`config.mk`:
```
export PLATFORM = sky130hd
export DESIGN_NAME = control_unit_fsm
export DESIGN_NICKNAME = d
export VERILOG_FILES = /design/src/rtl/control_unit_fsm_pkg.sv /design/src/rtl/control_unit_fsm_decoder.sv /design/src/rtl/control_unit_fsm.sv
export SDC_FILE = /design/constraint.sdc
export NUM_CORES = 1
export LEC_CHECK = 0
export BUFFER_PORTS_ARGS = -buffer_cell sky130_fd_sc_hd__buf_2
export CORE_AREA = 2 2 39 41
export DETAILED_ROUTE_END_ITERATION = 10
export DIE_AREA = 0 0 41 43
export PLACE_DENSITY_LB_ADDON = 0.05
export SLEW_MARGIN = 0
export SYNTH_ARGS = -nofsm -noshare
export SYNTH_HDL_FRONTEND = slang
export SYNTH_SLANG_ARGS = --single-unit
export TNS_END_PERCENT = 100
```
`constraint.sdc`:
```
create_clock -name clk -period 1.95 [get_ports clk]
set_input_delay 0.39 -clock clk [delete_from_list [all_inputs] [get_ports clk]]
set_output_delay 0.39 -clock clk [all_outputs]
set_load 0.02 [all_outputs]
```
`src/rtl/control_unit_fsm_pkg.sv`:
```
// Shared encodings for the microcontroller instruction sequencer:
// opcodes, ALU selects, accumulator sources and the FSM state encoding.
package control_unit_fsm_pkg;

   localparam int unsigned OPCODE_WIDTH  = 4;
   localparam int unsigned ALU_OP_WIDTH  = 3;
   localparam int unsigned ACC_SRC_WIDTH = 2;
   localparam int unsigned STATE_WIDTH   = 3;

   localparam logic [OPCODE_WIDTH-1:0] OP_NOP = 4'h0;
   localparam logic [OPCODE_WIDTH-1:0] OP_LDA = 4'h1;
   localparam logic [OPCODE_WIDTH-1:0] OP_STA = 4'h2;
   localparam logic [OPCODE_WIDTH-1:0] OP_ADD = 4'h3;
   localparam logic [OPCODE_WIDTH-1:0] OP_SUB = 4'h4;
   localparam logic [OPCODE_WIDTH-1:0] OP_AND = 4'h5;
   localparam logic [OPCODE_WIDTH-1:0] OP_OR  = 4'h6;
   localparam logic [OPCODE_WIDTH-1:0] OP_XOR = 4'h7;
   localparam logic [OPCODE_WIDTH-1:0] OP_LDI = 4'h8;
   localparam logic [OPCODE_WIDTH-1:0] OP_JMP = 4'h9;
   localparam logic [OPCODE_WIDTH-1:0] OP_JZ  = 4'hA;
   localparam logic [OPCODE_WIDTH-1:0] OP_JNZ = 4'hB;
   localparam logic [OPCODE_WIDTH-1:0] OP_NOT = 4'hC;
   localparam logic [OPCODE_WIDTH-1:0] OP_HLT = 4'hF;

   localparam logic [ALU_OP_WIDTH-1:0] ALU_ADD    = 3'b000;
   localparam logic [ALU_OP_WIDTH-1:0] ALU_SUB    = 3'b001;
   localparam logic [ALU_OP_WIDTH-1:0] ALU_AND    = 3'b010;
   localparam logic [ALU_OP_WIDTH-1:0] ALU_OR     = 3'b011;
   localparam logic [ALU_OP_WIDTH-1:0] ALU_XOR    = 3'b100;
   localparam logic [ALU_OP_WIDTH-1:0] ALU_NOT    = 3'b101;
   localparam logic [ALU_OP_WIDTH-1:0] ALU_PASS_B = 3'b110;

   localparam logic [ACC_SRC_WIDTH-1:0] ACC_SRC_ALU = 2'b00;
   localparam logic [ACC_SRC_WIDTH-1:0] ACC_SRC_RAM = 2'b01;
   localparam logic [ACC_SRC_WIDTH-1:0] ACC_SRC_IMM = 2'b10;

   typedef enum logic [STATE_WIDTH-1:0] {
      ST_FETCH_HI = 3'd0,
      ST_FETCH_LO = 3'd1,
      ST_DECODE   = 3'd2,
      ST_EXECUTE  = 3'd3,
      ST_MEM_WB   = 3'd4,
      ST_HALT     = 3'd5
   } state_t;

   // Opcodes whose result comes back from RAM a cycle after EXECUTE.
   function automatic logic needs_mem_wb(input logic [OPCODE_WIDTH-1:0] op);
      return (op == OP_LDA) || (op == OP_ADD) || (op == OP_SUB) ||
             (op == OP_AND) || (op == OP_OR)  || (op == OP_XOR);
   endfunction

   function automatic logic [ALU_OP_WIDTH-1:0] alu_for_op(input logic [OPCODE_WIDTH-1:0] op);
      case (op)
         OP_SUB:  return ALU_SUB;
         OP_AND:  return ALU_AND;
         OP_OR:   return ALU_OR;
         OP_XOR:  return ALU_XOR;
         default: return ALU_ADD;
      endcase
   endfunction

endpackage

```
`src/rtl/control_unit_fsm_decoder.sv`:
```
// Combinational strobe decode from sequencer state, opcode and zero flag.
module control_unit_fsm_decoder
   import control_unit_fsm_pkg::*;
(
   input  logic [STATE_WIDTH-1:0]   state,
   input  logic [OPCODE_WIDTH-1:0]  opcode,
   input  logic                     z_flag,
   output logic                     pc_inc,
   output logic                     pc_write_enable,
   output logic                     ir_high_write_enable,
   output logic                     ir_low_write_enable,
   output logic                     acc_write_enable,
   output logic                     z_flag_write_enable,
   output logic [ACC_SRC_WIDTH-1:0] acc_src_sel,
   output logic [ALU_OP_WIDTH-1:0]  alu_op,
   output logic                     ram_write_enable,
   output logic                     halted
);

   always_comb begin
      pc_inc               = 1'b0;
      pc_write_enable      = 1'b0;
      ir_high_write_enable = 1'b0;
      ir_low_write_enable  = 1'b0;
      acc_write_enable     = 1'b0;
      z_flag_write_enable  = 1'b0;
      acc_src_sel          = ACC_SRC_ALU;
      alu_op               = ALU_ADD;
      ram_write_enable     = 1'b0;
      halted               = 1'b0;

      case (state)
         ST_FETCH_HI: begin
            ir_high_write_enable = 1'b1;
            pc_inc               = 1'b1;
         end
         ST_FETCH_LO: begin
            ir_low_write_enable = 1'b1;
            pc_inc              = 1'b1;
         end
         ST_EXECUTE: begin
            case (opcode)
               OP_LDI: begin
                  acc_write_enable    = 1'b1;
                  z_flag_write_enable = 1'b1;
                  acc_src_sel         = ACC_SRC_IMM;
                  alu_op              = ALU_PASS_B;
               end
               OP_NOT: begin
                  acc_write_enable    = 1'b1;
                  z_flag_write_enable = 1'b1;
                  alu_op              = ALU_NOT;
               end
               OP_STA: ram_write_enable = 1'b1;
               OP_JMP: pc_write_enable  = 1'b1;
               OP_JZ:  pc_write_enable  = z_flag;
               OP_JNZ: pc_write_enable  = ~z_flag;
               default: ;
            endcase
         end
         // RAM read data is valid now; LDA takes it directly, ALU ops combine it.
         ST_MEM_WB: begin
            acc_write_enable    = 1'b1;
            z_flag_write_enable = 1'b1;
            if (opcode == OP_LDA) begin
               acc_src_sel = ACC_SRC_RAM;
            end else begin
               alu_op = alu_for_op(opcode);
            end
         end
         ST_HALT: halted = 1'b1;
         default: ;
      endcase
   end

endmodule

```
`src/rtl/control_unit_fsm.sv`:
```
// Multi-cycle instruction sequencer: state register, next-state logic and
// reset gating of the decoded strobes.
module control_unit_fsm
   import control_unit_fsm_pkg::*;
(
   input  logic                     clk,
   input  logic                     reset,
   input  logic [OPCODE_WIDTH-1:0]  opcode_in,
   input  logic                     z_flag_in,
   output logic                     pc_inc,
   output logic                     pc_write_enable,
   output logic                     ir_high_write_enable,
   output logic                     ir_low_write_enable,
   output logic                     acc_write_enable,
   output logic                     z_flag_write_enable,
   output logic [ACC_SRC_WIDTH-1:0] acc_src_sel,
   output logic [ALU_OP_WIDTH-1:0]  alu_op,
   output logic                     ram_write_enable,
   output logic                     halted
);

   state_t state_q;
   state_t state_d;

   logic                     dec_pc_inc;
   logic                     dec_pc_we;
   logic                     dec_ir_hi_we;
   logic                     dec_ir_lo_we;
   logic                     dec_acc_we;
   logic                     dec_z_we;
   logic [ACC_SRC_WIDTH-1:0] dec_acc_src;
   logic [ALU_OP_WIDTH-1:0]  dec_alu_op;
   logic                     dec_ram_we;
   logic                     dec_halted;

   always_ff @(posedge clk) begin
      if (reset) begin
         state_q <= ST_FETCH_HI;
      end else begin
         state_q <= state_d;
      end
   end

   // Unused encodings fall through to the default and restart the fetch.
   always_comb begin
      state_d = ST_FETCH_HI;
      case (state_q)
         ST_FETCH_HI: state_d = ST_FETCH_LO;
         ST_FETCH_LO: state_d = ST_DECODE;
         ST_DECODE:   state_d = (opcode_in == OP_HLT) ? ST_HALT : ST_EXECUTE;
         ST_EXECUTE:  state_d = needs_mem_wb(opcode_in) ? ST_MEM_WB : ST_FETCH_HI;
         ST_MEM_WB:   state_d = ST_FETCH_HI;
         ST_HALT:     state_d = ST_HALT;
         default:     state_d = ST_FETCH_HI;
      endcase
   end

   control_unit_fsm_decoder u_decoder (
      .state                (state_q),
      .opcode               (opcode_in),
      .z_flag               (z_flag_in),
      .pc_inc               (dec_pc_inc),
      .pc_write_enable      (dec_pc_we),
      .ir_high_write_enable (dec_ir_hi_we),
      .ir_low_write_enable  (dec_ir_lo_we),
      .acc_write_enable     (dec_acc_we),
      .z_flag_write_enable  (dec_z_we),
      .acc_src_sel          (dec_acc_src),
      .alu_op               (dec_alu_op),
      .ram_write_enable     (dec_ram_we),
      .halted               (dec_halted)
   );

   // Reset is synchronous, so the strobes are masked directly to kill any
   // partial instruction in the reset cycle itself.
   always_comb begin
      pc_inc               = dec_pc_inc   & ~reset;
      pc_write_enable      = dec_pc_we    & ~reset;
      ir_high_write_enable = dec_ir_hi_we & ~reset;
      ir_low_write_enable  = dec_ir_lo_we & ~reset;
      acc_write_enable     = dec_acc_we   & ~reset;
      z_flag_write_enable  = dec_z_we     & ~reset;
      acc_src_sel          = reset ? ACC_SRC_ALU : dec_acc_src;
      alu_op               = reset ? ALU_ADD     : dec_alu_op;
      ram_write_enable     = dec_ram_we   & ~reset;
      halted               = dec_halted   & ~reset;
   end

endmodule

```
==> results of run 1 <==
-- worst max-delay path: cells and delay by family (launching register included) --
family	cells	cell delay, ps
and+or+nand+nor	2	560
DFF	1	380
AOI/OAI and AO/OA	1	90
buffers and inverters	1	190
-- layout make-up --
class,instances,share of cell area [%]
Timing Repair Buffer,22,23.4
Sequential cell,3,12.5
Multi-Input combinational cell,41,53.4
Clock buffer,4,5.24
Inverter,2,1.50
Tap cell,16,3.99
-- logic make-up after synthesis --
| family | after synthesis |
|---|---|
| AND/OR/NAND/NOR | 32 |
| AO/OA/AOI/OAI | 8 |
| buffers and inverters | 8 |
| flip-flops | 3 |
| XOR/XNOR | 1 |
-- Yosys cell counts --
library cell / count / area, um2
o31ai_1: 1 / 7.51
nand4_1: 4 / 25.0
inv_1: 2 / 7.51
nor4b_2: 1 / 15.0
and4bb_1: 1 / 12.5
buf_2: 1 / 5.00
a21oi_1: 4 / 20.0
buf_4: 3 / 22.5
and4_1: 1 / 8.76
dfxtp_1: 3 / 60.1
nand3_1: 3 / 15.0
nand3b_1: 1 / 7.51
nor4_1: 1 / 6.26
buf_6: 1 / 11.3
nand2b_1: 1 / 6.26
o22ai_1: 1 / 6.26
o2111ai_1: 1 / 8.76
and3_1: 1 / 6.26
clkbuf_1: 1 / 3.75
nor3b_1: 2 / 15.0
nor4b_4: 1 / 23.8
xor2_1: 1 / 8.76
o311ai_0: 1 / 8.76
nand2_1: 2 / 7.51
nor3_1: 2 / 10.0
nor2b_1: 3 / 18.8
nor2_1: 8 / 30.0
-- stage by stage --
stage               area (um2)  instances
detailed placement         473         84
global placement           473         84
CTS                        499         88
floorplan                  378         52
global route               502         88
finish                     502         88
-- per-layer routing --
layer / up-vias / GRT usage (%) / part of all wire [%]
met5: - / 0 / 0
li1: 235 / - / -
met3: 0 / 4.71 / 4.2
met2: 12 / 16.9 / 51
met1: 192 / 18.6 / 45
met4: 0 / 6.00 / 0
-- where the power goes --
part           switching [uW]  total [uW]  internal [uW]
Clock                    31.0         108           76.6
Sequential               10.7        77.5           66.8
Combinational            38.8        64.2           25.4
Total                    80.6         249            169
-- final timing paths --
| check | slack, ps | to | cells after the start |
|---|---|---|---|
| worst max-delay path | 110 | alu_op[0] | 4 |
| worst min-delay path | 470 | state_q[0] | 2 |
| worst max register to register | 770 | state_q[2] | 4 |
| worst min register to register | 580 | state_q[1] | 2 |
-- what timing repair did --
action,CTS,global route
hold buffers,0,0
gates resized for setup,0,2
setup endpoints to repair,0,4
==> flow_summary.json, run 1 <==
{
  "core-area_um2": 1380,
  "track_usage_pct": 13.0,
  "ctsLongestPathBuffers": 2,
  "ff_latch_area_um2": 62.6,
  "critical_path.max_stage_delay_ps": 380,
  "fin_skew_ps": 3.44,
  "ios": 20,
  "synth_cell_types": 27,
  "wirelength_um": 943,
  "fin_crit_ps": 1840,
  "synth-simple-area-share_pct": 55.0,
  "clk_pin_slew_worst_paths_ps": 40,
  "synth_cells": 52,
  "p_leak_uw": 0.000238,
  "fin_util_pct": 36.3,
  "rsz0062_at_grt": "no",
  "reg2reg_from": "state_q[2]",
  "synthAdderAreaFrac_pct": 0,
  "finalSetupViolations": 0,
  "cp_max_fo": 12,
  "final_cell_mix": "buf_2, nor2_1, nand4_1, a21oi_1",
  "status": "complete, no violations",
  "cts_tree": "done",
  "p_per_area_nw_per_um2": 497,
  "dp_hpwl_um": 706,
  "fmax_mhz": 544,
  "drc": 0,
  "rows": 14,
  "largest-register": "state_q",
  "largest_register_ffs": 3,
  "reg.largest.list": "state_q x3",
  "dr.pass1.iters": 4,
  "dieWidth_um": 41,
  "cts.sinks": 3,
  "ys_ff_latch": 3,
  "dieArea_um2": 1760,
  "place.gp.congestion": 0.702,
  "holdCritStartpoint": "reset",
  "synthMuxAreaShare_pct": 0,
  "syn_avg_cell_area_um2": 7.27,
  "final_common_cell": "buf_2",
  "layout-drive-gt1-share_pct": 40.3,
  "ys_seq_area_share_pct": 15.9,
  "nets": 80,
  "fill_cells": 147,
  "crit_required_ps": 1560,
  "crit_type": "reg2out",
  "syn_area_um2": 378,
  "slew-limit-headroom_pct": 79.0,
  "start_util_pct": 27.3,
  "synth_compound_area_share_pct": 13.6,
  "ir_drop_uv": 220,
  "drtIter0Drc": 6,
  "clkLatencyLatePin_ps": 230,
  "p_total_uw": 249,
  "timing.hold.ws_ps": 468,
  "viasPerCell": 4.99,
  "overflow": 0,
  "synth_xor_area_share_pct": 2.32,
  "grt_pass1_vias": 371,
  "port_buffers": 19,
  "cts-htree-levels": 1,
  "synth_top_family_by_area": "simple AND/OR/NAND/NOR gates",
  "antenna_found_initial": 0,
  "cpMaxStageDelayCell": "dfxtp_2",
  "maxCapViolCount": 0,
  "setup_slack_ps": 112,
  "synth_warnings": 0,
  "hold_class": "in2reg",
  "worst_pin_slew_ps": 311,
  "cts_buffers": 3,
  "hold_viol": 0,
  "grt_pass1_wl_um": 1610,
  "areaGrowthSynthToFinish_pct": 32.8,
  "path_cells": "nor4b_4 -> a21oi_1 -> nor4b_2 -> buf_2",
  "wire_per_inst_um": 10.7,
  "cp-end-kind": "output pin",
  "vias": 439,
  "postRouteAntennaNets": 0,
  "fin_crit_sh_pct": 94.3,
  "post_cts_buffers": 0,
  "cp-start-kind": "flop",
  "arrival_ps": 1450,
  "die_h_um": 43,
  "grt_max_degree": 13,
  "startpoint": "state_q[1]",
  "drv_slew": 0,
  "place_ws_ps": 182,
  "postSynthNetCount": 59,
  "setup_tns_ps": 0,
  "diodes": 0,
  "cts-root-buf": "clkbuf_4",
  "multi_input_area_um2": 268
}
No activity file was read; power rests on OpenSTA's default activity.
==> inputs of run 2 (changes only) <==
ABC_AREA = 1   (was not set)
==> flow_summary.json, run 2 <==
{
  "hold-path-cell-count": 1,
  "areaGrowthSynthToFinish_pct": 32.4,
  "core-area_um2": 1380,
  "grt_pass1_wl_um": 1600,
  "cts-root-buf": "clkbuf_4",
  "p_sw_share_pct": 42.6,
  "synth_top_area_share_pct": 16.2,
  "rows": 14,
  "viasPerCell": 4.54,
  "postSynthNetCount": 72,
  "final_cell_mix": "buf_2, nor2_1, nand2_1",
  "port_buffers": 19,
  "synth_cells": 65,
  "grt_max_degree": 10,
  "setup_tns_ps": 0,
  "p_per_area_nw_per_um2": 705,
  "ys_ff_latch": 3,
  "vias": 463,
  "diodes": 0,
  "cts_buffers": 3,
  "maxCapViolCount": 0,
  "dr.pass1.iters": 4,
  "cp_max_fo": 6,
  "drv_slew": 0,
  "clkLatencyLatePin_ps": 230,
  "post_cts_buffers": 0,
  "worst_pin_slew_ps": 313,
  "switching_power_uw": 147,
  "p_int_uw": 199,
  "place.gp.congestion": 0.678,
  "largest_register_ffs": 3,
  "fin_skew_ps": 1.41,
  "postCtsHoldBufs": 0,
  "drc": 0,
  "synthTopCellsByCount": "nor2_1, nand2_1, inv_1",
  "clk_pin_slew_worst_paths_ps": 30,
  "grt_pass1_vias": 400,
  "fin_crit_sh_pct": 89.1,
  "rsz0062_at_grt": "no",
  "antenna_found_initial": 0,
  "ios": 20,
  "reg.largest.list": "state_q x3",
  "path_cells": "nor2_1 -> nand2_1 -> nor3_1 -> buf_2",
  "fmax_mhz": 576,
  "dp_hpwl_um": 815,
  "p_leak_uw": 0.000274,
  "start_util_pct": 26.8,
  "fin_crit_ps": 1740,
  "wire_per_inst_um": 9.74,
  "hold_class": "reg2reg",
  "fill_cells": 178,
  "yosysMostFrequentCell": "nor2_1",
  "cts-resized-gates": 0,
  "final_common_cell": "buf_2",
  "track_usage_pct": 13.2,
  "ff_latch_area_um2": 60.1,
  "multi_input_area_um2": 251,
  "largest-register": "state_q",
  "cp-start-kind": "flop",
  "r2r.worst_path.cells": 4,
  "crit_type": "reg2out",
  "syn_avg_cell_area_um2": 5.70,
  "status": "complete, no violations",
  "synth_area_leaders": "dfxtp_1, nor2_1, nand2_1, inv_1, nand3_1",
  "slew-limit-headroom_pct": 79.1,
  "dieArea_um2": 1760,
  "clkPwrFrac_pct": 30.7,
  "ys_seq_area_share_pct": 16.2,
  "drtIter0Drc": 4,
  "syn_area_um2": 370,
  "critical_path.max_stage_delay_ps": 350,
  "cts-htree-levels": 1,
  "yosysTopAreaCell": "dfxtp_1",
  "crit_required_ps": 1560,
  "pwr-share-comb_pct": 40.7,
  "async_flop_share_pct": 0,
  "hold_viol": 0,
  "p_seq_share_pct": 28.6,
  "die_h_um": 43,
  "layout-drive-gt1-share_pct": 32.6,
  "cpMaxStageDelayCell": "dfxtp_1",
  "arrival_ps": 1350,
  "finalSetupViolations": 0,
  "cts.sinks": 3,
  "cp-end-kind": "output pin",
  "cts_tree": "done",
  "synth_warnings": 0,
  "overflow": 0,
  "dieWidth_um": 41,
  "synth_cell_types": 19,
  "ir_drop_uv": 315,
  "ctsLongestPathBuffers": 2,
  "ys.flop_type": "dfxtp_1",
  "synth_enable_flop_cells": 0,
  "p_total_uw": 346,
  "nets": 94,
  "wirelength_um": 993,
  "postRouteAntennaNets": 0
}
==> run 2: layout make-up <==
class / count / share of cell area, %
inverter: 10 / 7.65
tap: 16 / 4.08
timing repair buffer: 19 / 19.4
clock buffer: 4 / 5.36
sequential: 3 / 12.2
multi-input combinational: 50 / 51.3
==> run 2: power by group through the flow <==
stage	registers (uW)	clock network (uW)	logic, uW
2_1_floorplan	95.7	0	105
3_3_place_gp	101	0	145
3_5_place_dp	101	0	140
4_1_cts	99.2	114	142
5_1_grt	103	116	155
6_report	99.0	106	141
==> run 2: cells by family (layout without fill, tap and decap cells) <==
group,after synthesis,in the layout,synth area share [%]
and+or+nand+nor,41,41,53.0
AOI/OAI and AO/OA,8,8,12.5
buffers and inverters,12,33,15.9
xor gates and xnor gates,1,1,2.37
DFF,3,3,16.2
==> run 2: path summary, 6_finish.rpt <==
check	to	startpoint	slack, ps
worst max-delay path	acc_src_sel[0]	state_q[0]	210
worst min-delay path	state_q[0]	state_q[0]	540
worst max register to register	state_q[0]	state_q[2]	940
worst min register to register	state_q[0]	state_q[0]	540
==> run 2: critical path, delay by kind of cell (launching register included) <==
kind | cells | cell delay [ps]
buffers and inverters | 1 | 190
flip-flops | 1 | 350
AND/OR/NAND/NOR | 3 | 580
==> run 2: per-stage QoR <==
step	utilization (%)	instances	hold WS (ps)	setup WS, ps	cell area, um2
global route	35.4	102	590	42.6	490
global placement	33.5	98	552	359	464
floorplan	-	65	499	257	370
detailed placement	33.5	98	548	338	464
CTS	35.4	102	553	211	490
finish	35.4	102	545	213	490
==> run 2: metal layers <==
layer  wire, um  vias to the layer above  share of wire, %  global-route usage (%)
met1        436                      200                44                    16.7
met5          0                        -                 0                       0
met2        505                       11                51                    20.3
met3         51                        0               5.1                    1.57
met4          0                        0                 0                    8.00
li1           -                      252                 -                       -
